<file path="config.mk">
export PLATFORM = sky130hd
export DESIGN_NAME = alu_accum_seq
export DESIGN_NICKNAME = d
export VERILOG_FILES = /design/src/rtl/alu_accum_seq.sv
export SDC_FILE = /design/constraint.sdc
export NUM_CORES = 1
export LEC_CHECK = 0
export BUFFER_PORTS_ARGS = -buffer_cell sky130_fd_sc_hd__buf_2
export CAP_MARGIN = 30
export CORE_MARGIN = 5
export CORE_UTILIZATION = 60
export DETAILED_ROUTE_END_ITERATION = 16
export MAX_ROUTING_LAYER = met4
export PLACE_DENSITY = 0.92
export SYNTH_ARGS = -nofsm -noshare
export SYNTH_HDL_FRONTEND = slang
export SYNTH_SLANG_ARGS = --single-unit
</file>
<file path="constraint.sdc">
create_clock -name clk -period 4.9 [get_ports clk]
set_input_delay 0.49 -clock clk [delete_from_list [all_inputs] [get_ports clk]]
set_output_delay 0.49 -clock clk [all_outputs]
set_load 0.02 [all_outputs]
</file>
<file path="src/rtl/alu_accum_seq.sv">
// -----------------------------------------------------------------------------
// alu_accum_seq
//
// Sequential accumulator ALU. A WIDTH-bit accumulator is combined with a
// second operand by one of eight operations. Multiply is an unsigned shift-add
// that takes WIDTH cycles. A four-state OFF/READY/RUN/ERROR FSM sequences the
// work and holds ERROR until an explicit clear.
//
// Configuration macro: ALU_MULT_EN
//   defined   : MUL (op=110) is the iterative shift-add multiplier.
//   undefined : no multiplier logic; MUL spends one RUN cycle, leaves acc
//               unchanged and goes to ERROR.
//
// Ports:
//   clk        in   1      rising-edge clock
//   rst        in   1      asynchronous active-high reset
//   on         in   1      power enable; low forces OFF and zeroes acc
//   clear      in   1      acc <= 0 (READY), also leaves ERROR
//   load       in   1      acc <= num1 (READY)
//   start      in   1      begin op with num2 (READY)
//   op         in   3      AND,OR,XOR,NOT,ADD,SUB,MUL,PASS
//   num1       in   WIDTH  load value
//   num2       in   WIDTH  second operand, captured on accepted start
//   acc        out  WIDTH  accumulator
//   busy       out  1      high while in RUN
//   done       out  1      one-cycle pulse on successful completion
//   ovf        out  1      high exactly while in ERROR
//   state      out  2      current state (OFF=0, READY=1, RUN=2, ERROR=3)
//   next_state out  2      combinational next state
// -----------------------------------------------------------------------------
module alu_accum_seq #(
  parameter int WIDTH = 8
) (
  input  logic             clk,
  input  logic             rst,
  input  logic             on,
  input  logic             clear,
  input  logic             load,
  input  logic             start,
  input  logic [2:0]       op,
  input  logic [WIDTH-1:0] num1,
  input  logic [WIDTH-1:0] num2,
  output logic [WIDTH-1:0] acc,
  output logic             busy,
  output logic             done,
  output logic             ovf,
  output logic [1:0]       state,
  output logic [1:0]       next_state
);

  typedef enum logic [1:0] {
    S_OFF   = 2'b00,
    S_READY = 2'b01,
    S_RUN   = 2'b10,
    S_ERROR = 2'b11
  } state_t;

  localparam logic [2:0] OP_AND  = 3'b000;
  localparam logic [2:0] OP_OR   = 3'b001;
  localparam logic [2:0] OP_XOR  = 3'b010;
  localparam logic [2:0] OP_NOT  = 3'b011;
  localparam logic [2:0] OP_ADD  = 3'b100;
  localparam logic [2:0] OP_SUB  = 3'b101;
  localparam logic [2:0] OP_MUL  = 3'b110;
  localparam logic [2:0] OP_PASS = 3'b111;

  state_t           r_state;
  state_t           w_next;
  logic [WIDTH-1:0] r_acc;
  logic [2:0]       r_op;
  logic [WIDTH-1:0] r_opnd;
  logic             r_done;

  logic [WIDTH-1:0] w_res;
  logic             w_err;
  logic             w_last;   // RUN completes on this cycle
  logic [WIDTH:0]   w_add;

  assign w_add = {1'b0, r_acc} + {1'b0, r_opnd};

`ifdef ALU_MULT_EN
  localparam int CW = (WIDTH > 2) ? $clog2(WIDTH) : 1;
  localparam logic [CW-1:0] LAST_ITER = CW'(WIDTH - 1);

  logic [2*WIDTH-1:0] r_prod;
  logic [2*WIDTH-1:0] r_mcand;  // acc, shifted left one place per iteration
  logic [CW-1:0]      r_cnt;
  logic [2*WIDTH-1:0] w_prod_sum;

  // r_opnd is shifted right each iteration, so bit 0 is always the current
  // multiplier bit. On the last iteration this sum is the full product.
  assign w_prod_sum = r_prod + (r_opnd[0] ? r_mcand : '0);
`endif

  // Result and error of the operation in flight.
  always_comb begin
    w_res  = r_acc;
    w_err  = 1'b0;
    w_last = 1'b1;
    case (r_op)
      OP_AND:  w_res = r_acc & r_opnd;
      OP_OR:   w_res = r_acc | r_opnd;
      OP_XOR:  w_res = r_acc ^ r_opnd;
      OP_NOT:  w_res = ~r_acc;
      OP_ADD: begin
        w_res = w_add[WIDTH-1:0];
        w_err = w_add[WIDTH];
      end
      OP_SUB: begin
        w_res = r_acc - r_opnd;
        w_err = (r_acc < r_opnd);
      end
      OP_MUL: begin
`ifdef ALU_MULT_EN
        w_last = (r_cnt == LAST_ITER);
        w_res  = w_prod_sum[WIDTH-1:0];
        w_err  = |w_prod_sum[2*WIDTH-1:WIDTH];
`else
        w_res  = r_acc;
        w_err  = 1'b1;
`endif
      end
      OP_PASS: w_res = r_opnd;
    endcase
  end

  // Next-state logic.
  always_comb begin
    w_next = r_state;
    if (!on) begin
      w_next = S_OFF;
    end else begin
      case (r_state)
        S_OFF:   w_next = S_READY;
        S_READY: if (!clear && !load && start) w_next = S_RUN;
        S_RUN:   if (w_last) w_next = w_err ? S_ERROR : S_READY;
        S_ERROR: if (clear) w_next = S_READY;
      endcase
    end
  end

  // Datapath and state register.
  always_ff @(posedge clk or posedge rst) begin
    if (rst) begin
      r_state <= S_OFF;
      r_acc   <= '0;
      r_op    <= '0;
      r_opnd  <= '0;
      r_done  <= 1'b0;
`ifdef ALU_MULT_EN
      r_prod  <= '0;
      r_mcand <= '0;
      r_cnt   <= '0;
`endif
    end else begin
      r_state <= w_next;
      r_done  <= 1'b0;
      if (!on) begin
        r_acc <= '0;
      end else begin
        case (r_state)
          S_READY: begin
            if (clear) begin
              r_acc <= '0;
            end else if (load) begin
              r_acc <= num1;
            end else if (start) begin
              r_op   <= op;
              r_opnd <= num2;
`ifdef ALU_MULT_EN
              r_prod  <= '0;
              r_mcand <= {{WIDTH{1'b0}}, r_acc};
              r_cnt   <= '0;
`endif
            end
          end
          S_RUN: begin
            if (w_last) begin
              r_acc  <= w_res;
              r_done <= !w_err;
            end
`ifdef ALU_MULT_EN
            else begin
              r_prod  <= w_prod_sum;
              r_mcand <= r_mcand << 1;
              r_opnd  <= r_opnd >> 1;
              r_cnt   <= r_cnt + 1'b1;
            end
`endif
          end
          S_ERROR: begin
            if (clear) r_acc <= '0;
          end
          default: ;
        endcase
      end
    end
  end

  assign acc        = r_acc;
  assign done       = r_done;
  assign busy       = (r_state == S_RUN);
  assign ovf        = (r_state == S_ERROR);
  assign state      = r_state;
  assign next_state = w_next;

endmodule

</file>
======== Word level (Yosys, flattened, before mapping) ========
Index checks and enable logic that the tools add are counted.
word-level totals
  register bits ........................... 22
  bits of input ports ..................... 25
  output and inout port bits .............. 15
  word-level logic and storage cells ...... 51
operators by class
  add/sub/neg operators ................... 2
  order comparisons ....................... 1
  equality and inequality tests ........... 14
  multiplexer cells ....................... 14
  bitwise gates (word level) .............. 6
  reduce and logical (&&, ||, !) cells .... 9
operator list
  cell                                                    number
  case mux 8 bit (7 select lines)                         1
  2-to-1 mux 8 bit                                        4
  case mux 8 bit (3 select lines)                         1
  == test 3 bit (second input constant)                   4
  adder 8 x 8 -> 9 bit                                    1
  AND 8 bit                                               1
  less-than comparator 8 bit                              1
  2-to-1 mux 2 bit                                        4
  inverter 8 bit                                          1
  OR 8 bit                                                1
  case mux 2 bit (4 select lines)                         1
  subtractor 8 bit                                        1
  bitwise XOR 8 bit                                       1
  == test 3 x 2 -> 1 bit (second input constant)          2
  inequality test 3 bit (second input constant)           2
  AND reduction 5 bit                                     1
  == test 2 bit (second input constant)                   2
  inequality test 4 x 1 -> 1 bit (second input constant)  1
  inequality test 4 bit (second input constant)           1
  AND reduction 4 bit                                     1
  == test 3 x 1 -> 1 bit (second input constant)          1
  zero test 1 bit                                         3
  zero test 3 bit                                         1
  case mux 1 bit (3 select lines)                         1
  5 further kinds                                         8

======== Depth between registers and ports, before layout ========
Gate-level depths: netlist (run 1).
  depth after elaboration ................. 6
  gate-level depth with buffers ........... 10
  mapped depth without buffers ............ 10

======== Least setup slack after synthesis (run 1) ========
OpenSTA, ideal clock, no wires.
  path type ............................... register -> output
  start ................................... reg r_acc[0], in the netlist acc[0]
  end ..................................... out next_state[1]
  data arrival time ....................... 2.446 ns
  required time ........................... 4.410 ns
  path slack .............................. 1.964 ns
  stages on the path, launching flop included .. 11
  buffers on the path ..................... 0
  cells stage by stage .................... dfrtp_1 > inv_1 > ha_1 > inv_1 > fa_1 > nor2b_1 > o31ai_2 > o21ai_0 > a211o_1 > and3_1 > o22ai_1
on the way
  longest elaborated chain between the ends .. 5
  elaborated cells between the ends (all ways) .. 6
  those cells by class .................... add/sub (1); order compare (1); mux (4)
RTL lines
  what                                                                RTL line  source
  start, declared                                                     69        logic [WIDTH-1:0] r_acc;
  start signal, assigned                                              166       r_acc <= num1;
  start signal, assigned                                              179       r_acc <= w_res;
  adder 8 x 8 -> 9 bit or less-than comparator 8 bit (tied branches)  79, 111
  case mux 1 bit (3 select lines) *                                   100       case (r_op)
  2-to-1 mux 2 bit *                                                  136       S_RUN: if (w_last) w_next = w_err ? S_ERROR : S_READY;
  case mux 2 bit (4 select lines) *                                   133       case (r_state)
  2-to-1 mux 2 bit *                                                  130       if (!on) begin
  end, declared                                                       48        output logic [1:0] next_state
Mark *: on every way between the ends. The rest lies on a longest branch, timed or not.

======== Worst setup path after layout (run 1) ========
Ends and elaborated chain as after synthesis.

==> flow_summary.yaml, run 1 <==
finish:
  multiInputGateArea_um2: 1605
  ff_latch_area_um2: 550.5
  antenna_cells: 0
  area.growth.synth_to_final_pct: 9.316
  final_nets: 360
  nFillCells: 310
  layout-drive-gt1-share: 0.2164
logic_synthesis:
  synth_area_um2: 2377
  ys_types: 60
  ys_async_sr_fraction: 1.000
  syn_nets: 332
  ys.flop_type: "dfrtp_1"
  ys_seq_area_frac: 0.2316
  synth-edff-count: 0
  synth-seq-cells: 22
  syn_area_per_cell_um2: 8.551
  postSynthCellCount: 278
  yosysWarnings: 0
critical_path:
  cpMostUsedCell: "inv_1"
  critical_path.max_fanout: 5
  cp-start-kind: "flop"
  crit_arrival_ns: 2.83
  crit_buf_inv: 3
  crit_family: "compound AO/OA/AOI/OAI gates"
  cp-end-kind: "output pin"
  worstPathCellList: "inv_1 > ha_1 > inv_1 > fa_1 > nor2b_1 > o31ai_2 > o21ai_0 > a211o_1 > and3_1 > o22ai_1 > buf_2"
  crit_type: "reg -> out"
  required_ns: 4.41
  max_stage_delay_ns: 0.42
  worst_path_max_delay_cell: "dfrtp_1"
timing:
  rsz0062_at_grt: "false"
  tightest_slew_ns: 1.050
  setup_ws_ns: 1.579
  min_period_ns: 3.321
  slew_viol_final: 0
  finClkSkew_ns: 0.01007
  post-route-period-util: 0.6777
  setup_tns_ns: 0
  maxSlewHeadroom: 0.3000
  hold_viol_final: 0
  fmax_mhz: 301.1
  setup_violations: 0
clock_tree:
  clockBufferDepth: 2
  cts.repair.resized: 0
  clk_pin_slew_worst_paths_ns: 0.10
  cts_setup_buffers: 0
  cts_buffers: 3
  root_buffer: "clkbuf_8"
  cts_hold_buf: 0
  htreeDepth: 1
  cts_tree: "built"
  clkSinkCount: 22
  clock_latency_ns: 0.28
floorplan:
  die_y_um: 72.95
  dieWidth_um: 72.95
  die_area_um2: 5321
  initial_core_util: 0.6350
  core-area_um2: 3744
  rows: 22
  io_pins: 40
placed_design:
  place_ws_ns: 1.902
  portBuffers: 39
  hpwl_mm: 4.479
  routabilityCongestion: 0.9381
global_route:
  grt-busiest-layer: "met2"
  antenna_found_initial: 0
  grt_pass1_vias: 2231
  gr-usage-met3: 0.05234
  overflow: 0
  grt_max_degree: 28
  grt_first_pass_wirelength_mm: 10.58
  track_usage: 0.2581
  gr-usage-met2: 0.4128
  grtUsageMet1: 0.3283
min_path:
  holdCritPathClass: "in -> async"
pwr:
  p_leak_uw: 0.001262
  powerDensity_nw_per_um2: 333.3
  p_total_uw: 866.1
  ir_drop_mv: 0.2836
outcome:
  status: "finished, final reports clean"
routing:
  drc: 0
  vias: 2261
  postRouteAntennaNets: 0
  drt-vias-per-instance: 6.405
  wirelength_mm: 6.229
  first_pass_iters: 5
  avgRoutedWirePerCell_um: 17.65
  drt_iter0_markers: 296
run:
  cap_violations: 0
==> sequential cells by signal, indices dropped and copies added, names as in the netlist <==
register / count
state: 2
done: 1
acc: 8
r_opnd: 8
r_op: 3
==> Yosys cell counts, drive strengths merged (5+ instances only) <==
library cell  number  area, um2
nor2b             10      77.58
a211oi             5      37.54
nand2             29      108.9
ha                27      337.8
mux2i              6      60.06
nor2               9      33.78
buf               13      97.59
dfrtp             22      550.5
nand3              7      35.03
nor3               7      35.03
mux2              12      135.1
a21oi             14      70.07
a31oi              5      37.53
o21ai             18      97.59
inv               29      108.9
==> per-layer routing <==
layer	part of all wire	vias up
li1	-	1047
met1	0.41	1070
met2	0.47	129
met3	0.10	15
met4	0.017	0
met5	0	-
==> report_power, final <==
part           leakage (uW)  total [uW]  switching [uW]  internal, uW
registers          0.000285         270            64.1           206
clock network     0.0000357         178            69.0           109
logic              0.000941         418             238           180
total               0.00126         866             371           495
==> kinds of logic (layout without fill, tap and decap cells) <==
| group | Yosys count | in the layout | synth area share |
|---|---|---|---|
| flops | 22 | 22 | 0.2316 |
| buf+inv | 46 | 73 | 0.09315 |
| xor+xnor | 6 | 6 | 0.02211 |
| fa+ha+maj | 29 | 29 | 0.1589 |
| compound gates | 83 | 83 | 0.2547 |
| simple gates | 74 | 74 | 0.1574 |
| mux | 18 | 18 | 0.08211 |
==> area by class of cell <==
| type | count | share of cell area |
|---|---|---|
| Multi-Input combinational cell | 210 | 0.6177 |
| Sequential cell | 22 | 0.2118 |
| Timing Repair Buffer | 40 | 0.07800 |
| Inverter | 29 | 0.04189 |
| Tap cell | 48 | 0.02311 |
| Clock buffer | 3 | 0.01589 |
| Clock inverter | 1 | 0.01156 |
==> stage by stage <==
step	area, um2	util	std cells	hold slack [ns]
2_1_floorplan	2377	-	278	0.4792
3_3_place_gp	2527	0.6751	349	0.5262
3_5_place_dp	2527	0.6751	349	0.5463
4_1_cts	2599	0.6942	353	0.4072
5_1_grt	2599	0.6942	353	0.4200
6_report	2599	0.6942	353	0.3823
==> cells in the final DEF, fill, tap and decap left out, types with 3 or more instances in the layout <==
master / instances
o21ai_0: 15
nand2_1: 29
o211ai_1: 3
nor2_1: 9
ha_1: 27
a22o_1: 4
a21o_1: 3
xnor2_1: 4
inv_1: 28
a211o_1: 3
buf_2: 39
a31oi_1: 4
a211oi_1: 5
mux2i_1: 6
nor3_1: 7
o31ai_1: 3
mux2_2: 12
dfrtp_1: 22
a21oi_1: 14
clkbuf_8: 3
nor2b_1: 8
nand3_1: 7
==> path summary, 6_finish.rpt <==
path / from / endpoint / slack (ns) / cells after the start
max: acc[0]$_DFFE_PP0P_ / next_state[1] / 1.58 / 11
min reg2reg: r_opnd[7]$_DFFE_PP0P_ / r_opnd[7]$_DFFE_PP0P_ / 0.56 / 1
min: rst / acc[1]$_DFFE_PP0P_ / 0.38 / 2
max reg2reg: r_op[1]$_DFFE_PP0P_ / acc[2]$_DFFE_PP0P_ / 2.40 / 6
max in group asynchronous: rst / state[0]$_DFF_PP0_ / 3.97 / 2
min in group clk: num1[2] / acc[2]$_DFFE_PP0P_ / 0.40 / 3
==> worst register-to-register path, delay by kind of cell (launching register included) <==
kind,cells,cell delay [ns]
DFF,1,1.04
buffers and inverters,1,0.08
AOI/OAI and AO/OA,2,0.49
and+or+nand+nor,3,0.80
Power figures use the tool's default switching activity.
==> run 2: changes to the inputs <==
--- a/config.mk
+++ b/config.mk
@@ -5,13 +5,14 @@
 export SDC_FILE = /design/constraint.sdc
 export NUM_CORES = 1
 export LEC_CHECK = 0
+export ABC_AREA = 1
 export BUFFER_PORTS_ARGS = -buffer_cell sky130_fd_sc_hd__buf_2
 export CAP_MARGIN = 30
 export CORE_MARGIN = 5
-export CORE_UTILIZATION = 60
+export CORE_UTILIZATION = 52
 export DETAILED_ROUTE_END_ITERATION = 16
 export MAX_ROUTING_LAYER = met4
-export PLACE_DENSITY = 0.92
+export PLACE_DENSITY = 0.86
 export SYNTH_ARGS = -nofsm -noshare
 export SYNTH_HDL_FRONTEND = slang
 export SYNTH_SLANG_ARGS = --single-unit
==> constraint.sdc (replaced) <==
create_clock -name clk -period 2.9 [get_ports clk]
set_input_delay 0.29 -clock clk [delete_from_list [all_inputs] [get_ports clk]]
set_output_delay 0.29 -clock clk [all_outputs]
set_load 0.02 [all_outputs]
==> flow_summary.yaml, run 2 <==
outcome:
  status: "finished, final reports clean"
timing:
  finClkSkew_ns: 0.006357
  setup_violations: 0
  setup_ws_ns: 0.2435
  post-route-period-util: 0.9160
  tightest_slew_ns: 0.9111
  maxSlewHeadroom: 0.3919
  min_period_ns: 2.656
  hold_viol_final: 0
  fmax_mhz: 376.4
  slew_viol_final: 0
  setup_tns_ns: 0
finish:
  multiInputGateArea_um2: 1556
  nFillCells: 414
  final_common_cell: "nand2_1"
  final_cell_mix: "nand2_1, inv_1, buf_2"
  stdcell_count: 455
  ff_latch_area_um2: 550.5
  final_nets: 458
  largest_registers: "acc (8), r_opnd (8), r_op (3)"
  area.growth.synth_to_final_pct: 13.33
  antenna_cells: 0
  design_area_um2: 2660
  layout-drive-gt1-share: 0.1563
logic_synthesis:
  yosysWarnings: 0
  yosys.area_share.simple: 0.3801
  synth_area_leaders: "dfrtp_1, nand2_1, ha_1"
  syn_nets: 418
  postSynthCellCount: 364
  yosys.area.top_type_share: 0.2345
  ys_seq_area_frac: 0.2345
  synth_top_cell_by_area: "dfrtp_1"
  synthMostInstantiatedCell: "nand2_1"
  syn_area_per_cell_um2: 6.448
  synth_area_um2: 2347
  ys_types: 33
  synth-edff-count: 0
  synth-seq-cells: 22
  muxShareOfSynthArea: 0
  ys_async_sr_fraction: 1.000
  synth_xor_area_frac: 0.003731
  synth_top_family_by_area: "simple AND/OR/NAND/NOR gates"
  synthTopCellsByCount: "nand2_1, inv_1, nand3_1"
  synth_compound_area_frac: 0.1146
  ys.flop_type: "dfrtp_1"
  synthAdderAreaFrac: 0.1610
clock_tree:
  clock_latency_ns: 0.27
  cts_setup_buffers: 0
  clk_pin_slew_worst_paths_ns: 0.10
  clkSinkCount: 22
  cts_buffers: 3
  clockBufferDepth: 2
  root_buffer: "clkbuf_8"
  htreeDepth: 1
  cts_tree: "built"
pwr:
  clock_power_share: 0.179
  ir_drop_mv: 0.3176
  internal_power_uw: 710.9
  p_leak_uw: 0.001540
  power_frac_seq: 0.300
  p_sw_uw: 635.7
  p_total_uw: 1347
  powerDensity_nw_per_um2: 506.2
  swShare: 0.4721
  power_frac_comb: 0.522
critical_path:
  cp-start-kind: "flop"
  worstPathCellList: "inv_1 > ha_1 > inv_1 > fa_1 > nand2_1 > nand2_1 > and2_1 > nand4_1 > nand3_1 > nand3_2 > nand2_1 > a21oi_2 > buf_4"
  crit_family: "simple AND/OR/NAND/NOR gates"
  crit_buf_inv: 3
  worst_path_max_delay_cell: "dfrtp_1"
  critical_path.max_fanout: 4
  cpMostUsedCell: "nand2_1"
  cp-end-kind: "output pin"
  crit_type: "reg -> out"
  max_stage_delay_ns: 0.42
  crit_arrival_ns: 2.37
  required_ns: 2.61
routing:
  vias: 2437
  avgRoutedWirePerCell_um: 14.43
  wirelength_mm: 6.565
  drc: 0
  drt-vias-per-instance: 5.356
  drt_iter0_markers: 248
  postRouteAntennaNets: 0
  first_pass_iters: 5
global_route:
  grt_pass1_vias: 2338
  grt_first_pass_wirelength_mm: 11.07
  antenna_found_initial: 0
  overflow: 0
  track_usage: 0.2319
  grt_max_degree: 23
placed_design:
  place_ws_ns: 0.5310
  placedCellCount: 451
  hpwl_mm: 4.751
  routabilityCongestion: 0.9541
  postPlaceCellArea_um2: 2594
  portBuffers: 39
floorplan:
  die_area_um2: 5958
  dieWidth_um: 77.19
  io_pins: 40
  initial_core_util: 0.5391
  core-area_um2: 4354
  die_y_um: 77.19
  rows: 24
run:
  cap_violations: 0
min_path:
  holdCritPathClass: "in -> async"
run 2: cell type report:
class / count / share of cell area
clock buffer: 4 / 0.02070
tap: 52 / 0.02446
sequential: 22 / 0.2070
timing repair buffer: 40 / 0.07714
inverter: 60 / 0.08561
multi-input combinational: 277 / 0.5851
run 2: through the flow:
step	utilization	hold WS, ns
floorplan	-	0.2792
detailed placement	0.5957	0.5184
finish	0.6109	0.1983
CTS	0.6083	0.2301
global route	0.6109	0.2522
global placement	0.5957	0.5038
run 2: cell families (layout without fill, tap and decap cells):
group                    count (synthesis)  after routing
buffers and inverters                   65            104
adder cells (fa/ha/maj)                 29             29
flip-flops                              22             22
AO/OA/AOI/OAI                           46             46
XOR/XNOR                                 1              1
AND/OR/NAND/NOR                        201            201
run 2: timing repair:
| item | CTS | global route |
|---|---|---|
| gates resized for setup | 0 | 3 |
| endpoints found under the setup margin | 0 | 1 |
| hold buffers | 0 | 0 |
run 2: final timing paths:
| check | end | slack, ns | from | cells after the start |
|---|---|---|---|---|
| min in group clk | r_opnd[2]$_DFFE_PP0P_ | 0.25 | num2[2] | 3 |
| max in group asynchronous | r_opnd[6]$_DFFE_PP0P_ | 2.14 | rst | 2 |
| max reg2reg | acc[4]$_DFFE_PP0P_ | 0.71 | r_opnd[0]$_DFFE_PP0P_ | 12 |
| min reg2reg | acc[0]$_DFFE_PP0P_ | 0.55 | acc[0]$_DFFE_PP0P_ | 2 |
| max | next_state[1] | 0.24 | acc[0]$_DFFE_PP0P_ | 13 |
| min | acc[1]$_DFFE_PP0P_ | 0.20 | rst | 2 |
run 2: routing by layer:
| metal | GRT usage | vias to the layer above | part of all wire |
|---|---|---|---|
| met4 | 0.06357 | 0 | 0.021 |
| li1 | - | 1220 | - |
| met5 | - | - | 0 |
| met1 | 0.3090 | 1115 | 0.45 |
| met3 | 0.02810 | 19 | 0.063 |
| met2 | 0.3712 | 83 | 0.46 |
run 2: power groups by stage:
stage / combinational [uW] / clock (uW) / sequential, uW
6_report: 702 / 240 / 404
5_1_grt: 791 / 259 / 413
4_1_cts: 686 / 239 / 403
3_5_place_dp: 683 / 0 / 409
3_3_place_gp: 665 / 0 / 406
2_1_floorplan: 507 / 0 / 411
run 2: worst reg2reg max path, delay by kind of cell, from the launching register on:
kind,cells,cell delay [ns]
adders and majority gates,2,0.68
DFF,1,0.43
and+or+nand+nor,10,0.97
==> run 3: changes to the inputs <==
--- a/config.mk
+++ b/config.mk
@@ -9,10 +9,10 @@
 export BUFFER_PORTS_ARGS = -buffer_cell sky130_fd_sc_hd__buf_2
 export CAP_MARGIN = 30
 export CORE_MARGIN = 5
-export CORE_UTILIZATION = 52
+export CORE_UTILIZATION = 57
 export DETAILED_ROUTE_END_ITERATION = 16
 export MAX_ROUTING_LAYER = met4
-export PLACE_DENSITY = 0.86
+export PLACE_DENSITY = 0.89
 export SYNTH_ARGS = -nofsm -noshare
 export SYNTH_HDL_FRONTEND = slang
 export SYNTH_SLANG_ARGS = --single-unit
==> constraint.sdc (replaced) <==
create_clock -name clk -period 2.6 [get_ports clk]
set_input_delay 0.26 -clock clk [delete_from_list [all_inputs] [get_ports clk]]
set_output_delay 0.26 -clock clk [all_outputs]
set_load 0.02 [all_outputs]
==> flow_summary.yaml, run 3 (synthesis results as in run 2) <==
global_route:
  antenna_found_initial: 0
  grt_first_pass_wirelength_mm: 10.83
  overflow: 0
  track_usage: 0.2646
  grt_pass1_vias: 2321
  grt_max_degree: 23
critical_path:
  cp-end-kind: "output pin"
  rr_worst_depth: 15
  required_ns: 2.34
  critical_path.max_fanout: 4
  cp-start-kind: "flop"
  r2r-end: "acc[4]$_DFFE_PP0P_"
  crit_type: "reg -> out"
  worstReg2RegStart: "acc[0]$_DFFE_PP0P_"
  crit_arrival_ns: 2.32
  rrSetupSlack_ns: 0.47
routing:
  drt_iter0_markers: 209
  postRouteAntennaNets: 0
  drt-vias-per-instance: 5.467
  first_pass_iters: 5
  drc: 0
  avgRoutedWirePerCell_um: 14.97
  wirelength_mm: 6.887
  vias: 2515
timing:
  slew_viol_final: 0
  finClkSkew_ns: 0.004362
  fmax_mhz: 387.3
  setup_violations: 0
  setup_ws_ns: 0.01800
  hold_viol_final: 0
  min_period_ns: 2.582
  maxSlewHeadroom: 0.4286
  tightest_slew_ns: 0.8562
  post-route-period-util: 0.9931
floorplan:
  dieWidth_um: 74.17
  die_area_um2: 5501
  rows: 23
  io_pins: 40
  initial_core_util: 0.5868
  die_y_um: 74.17
  core-area_um2: 4000
clock_tree:
  clkSinkCount: 22
  cts_buffers: 3
  clockBufferDepth: 2
  clock_latency_ns: 0.27
  cts_tree: "built"
  clk_pin_slew_worst_paths_ns: 0.09
  root_buffer: "clkbuf_8"
  htreeDepth: 1
finish:
  multiInputGateArea_um2: 1619
  final_nets: 465
  final_cell_mix: "nand2_1, inv_1, buf_2"
  stdcell_count: 460
  largest_registers: "acc (8), r_opnd (8), r_op (3)"
  antenna_cells: 0
  final_common_cell: "nand2_1"
  ff_latch_area_um2: 555.5
  layout-drive-gt1-share: 0.2171
  area.growth.synth_to_final_pct: 18.34
  nFillCells: 335
placed_design:
  hpwl_mm: 4.899
  portBuffers: 39
  place_ws_ns: 0.2389
  routabilityCongestion: 1.030
  placedCellCount: 451
pwr:
  p_leak_uw: 0.001566
  powerDensity_nw_per_um2: 567.9
  ir_drop_mv: 0.3641
run:
  cap_violations: 0
min_path:
  holdCritPathClass: "in -> async"
outcome:
  status: "finished, final reports clean"
## run 3: cell count changes in the layout (fill, tap and decap cells not counted), moves of 3 or more
cell | before | now
buf_4 | 2 | 9
dfrtp_2 | 0 | 4
dfrtp_1 | 22 | 18
nand2_2 | 0 | 3
ha_4 | 0 | 3
ha_1 | 27 | 20
ha_2 | 0 | 4
nand2_1 | 116 | 113
## run 3: layout make-up
class                           count  area share
Multi-Input combinational cell    277      0.5829
Sequential cell                    22      0.2000
Timing Repair Buffer               47     0.09279
Inverter                           60     0.08198
Tap cell                           50     0.02252
Clock buffer                        4     0.01982
## run 3: worst max-delay path by stage
stage	from	endpoint	slack (ns)	depth (start not counted)
floorplan	acc[0]$_DFFE_PP0P_	next_state[1]	0.24	12
global placement	acc[0]$_DFFE_PP0P_	next_state[1]	0.34	13
detailed placement	acc[0]$_DFFE_PP0P_	next_state[1]	0.24	13
CTS	acc[0]$_DFFE_PP0P_	next_state[1]	0.001	13
global route	acc[0]$_DFFE_PP0P_	next_state[1]	-0.09	13
finish	acc[0]$_DFFE_PP0P_	next_state[1]	0.02	13
## run 3: metrics by stage
stage	utilization	instance area (um2)	total power (uW)	hold WS, ns	TNS [ns]
floorplan	-	2347	1024	0.2492	0
global placement	0.6515	2606	1204	0.4727	0
detailed placement	0.6515	2606	1230	0.4900	0
CTS	0.6669	2668	1500	0.1931	0
global route	0.6944	2778	1697	0.2330	-0.09376
finish	0.6944	2778	1578	0.1474	0
## run 3: critical path: stages (launching register included)
cell and delay [ns]:
dfrtp_1 0.43, inv_2 0.10, ha_4 0.13, inv_2 0.04, fa_2 0.37, nand2_2 0.09, nand2_2 0.06, and2_4 0.16
nand4_1 0.09, nand3_1 0.11, nand3_2 0.09, nand2_2 0.06, a21oi_2 0.17, buf_4 0.16
## run 3: repair_timing
| action | in CTS | in global routing |
|---|---|---|
| gates resized for setup | 3 | 22 |
| hold buffers | 0 | 0 |
| endpoints found under the setup margin | 1 | 1 |
| setup buffers | 0 | 5 |
| pin swaps | 0 | 6 |
## run 3: routing by layer
layer  GRT usage  vias up  routed length (um)
li1            -     1236                   -
met1      0.3573     1133                2879
met2      0.4085      123                3197
met3     0.03378       23                 612
met4     0.09054        0                 197
met5           -        -                   0
## run 3: where the power goes
part | internal [uW] | switching, uW
Combinational | 309 | 547
Sequential | 390 | 63.8
Clock | 136 | 133
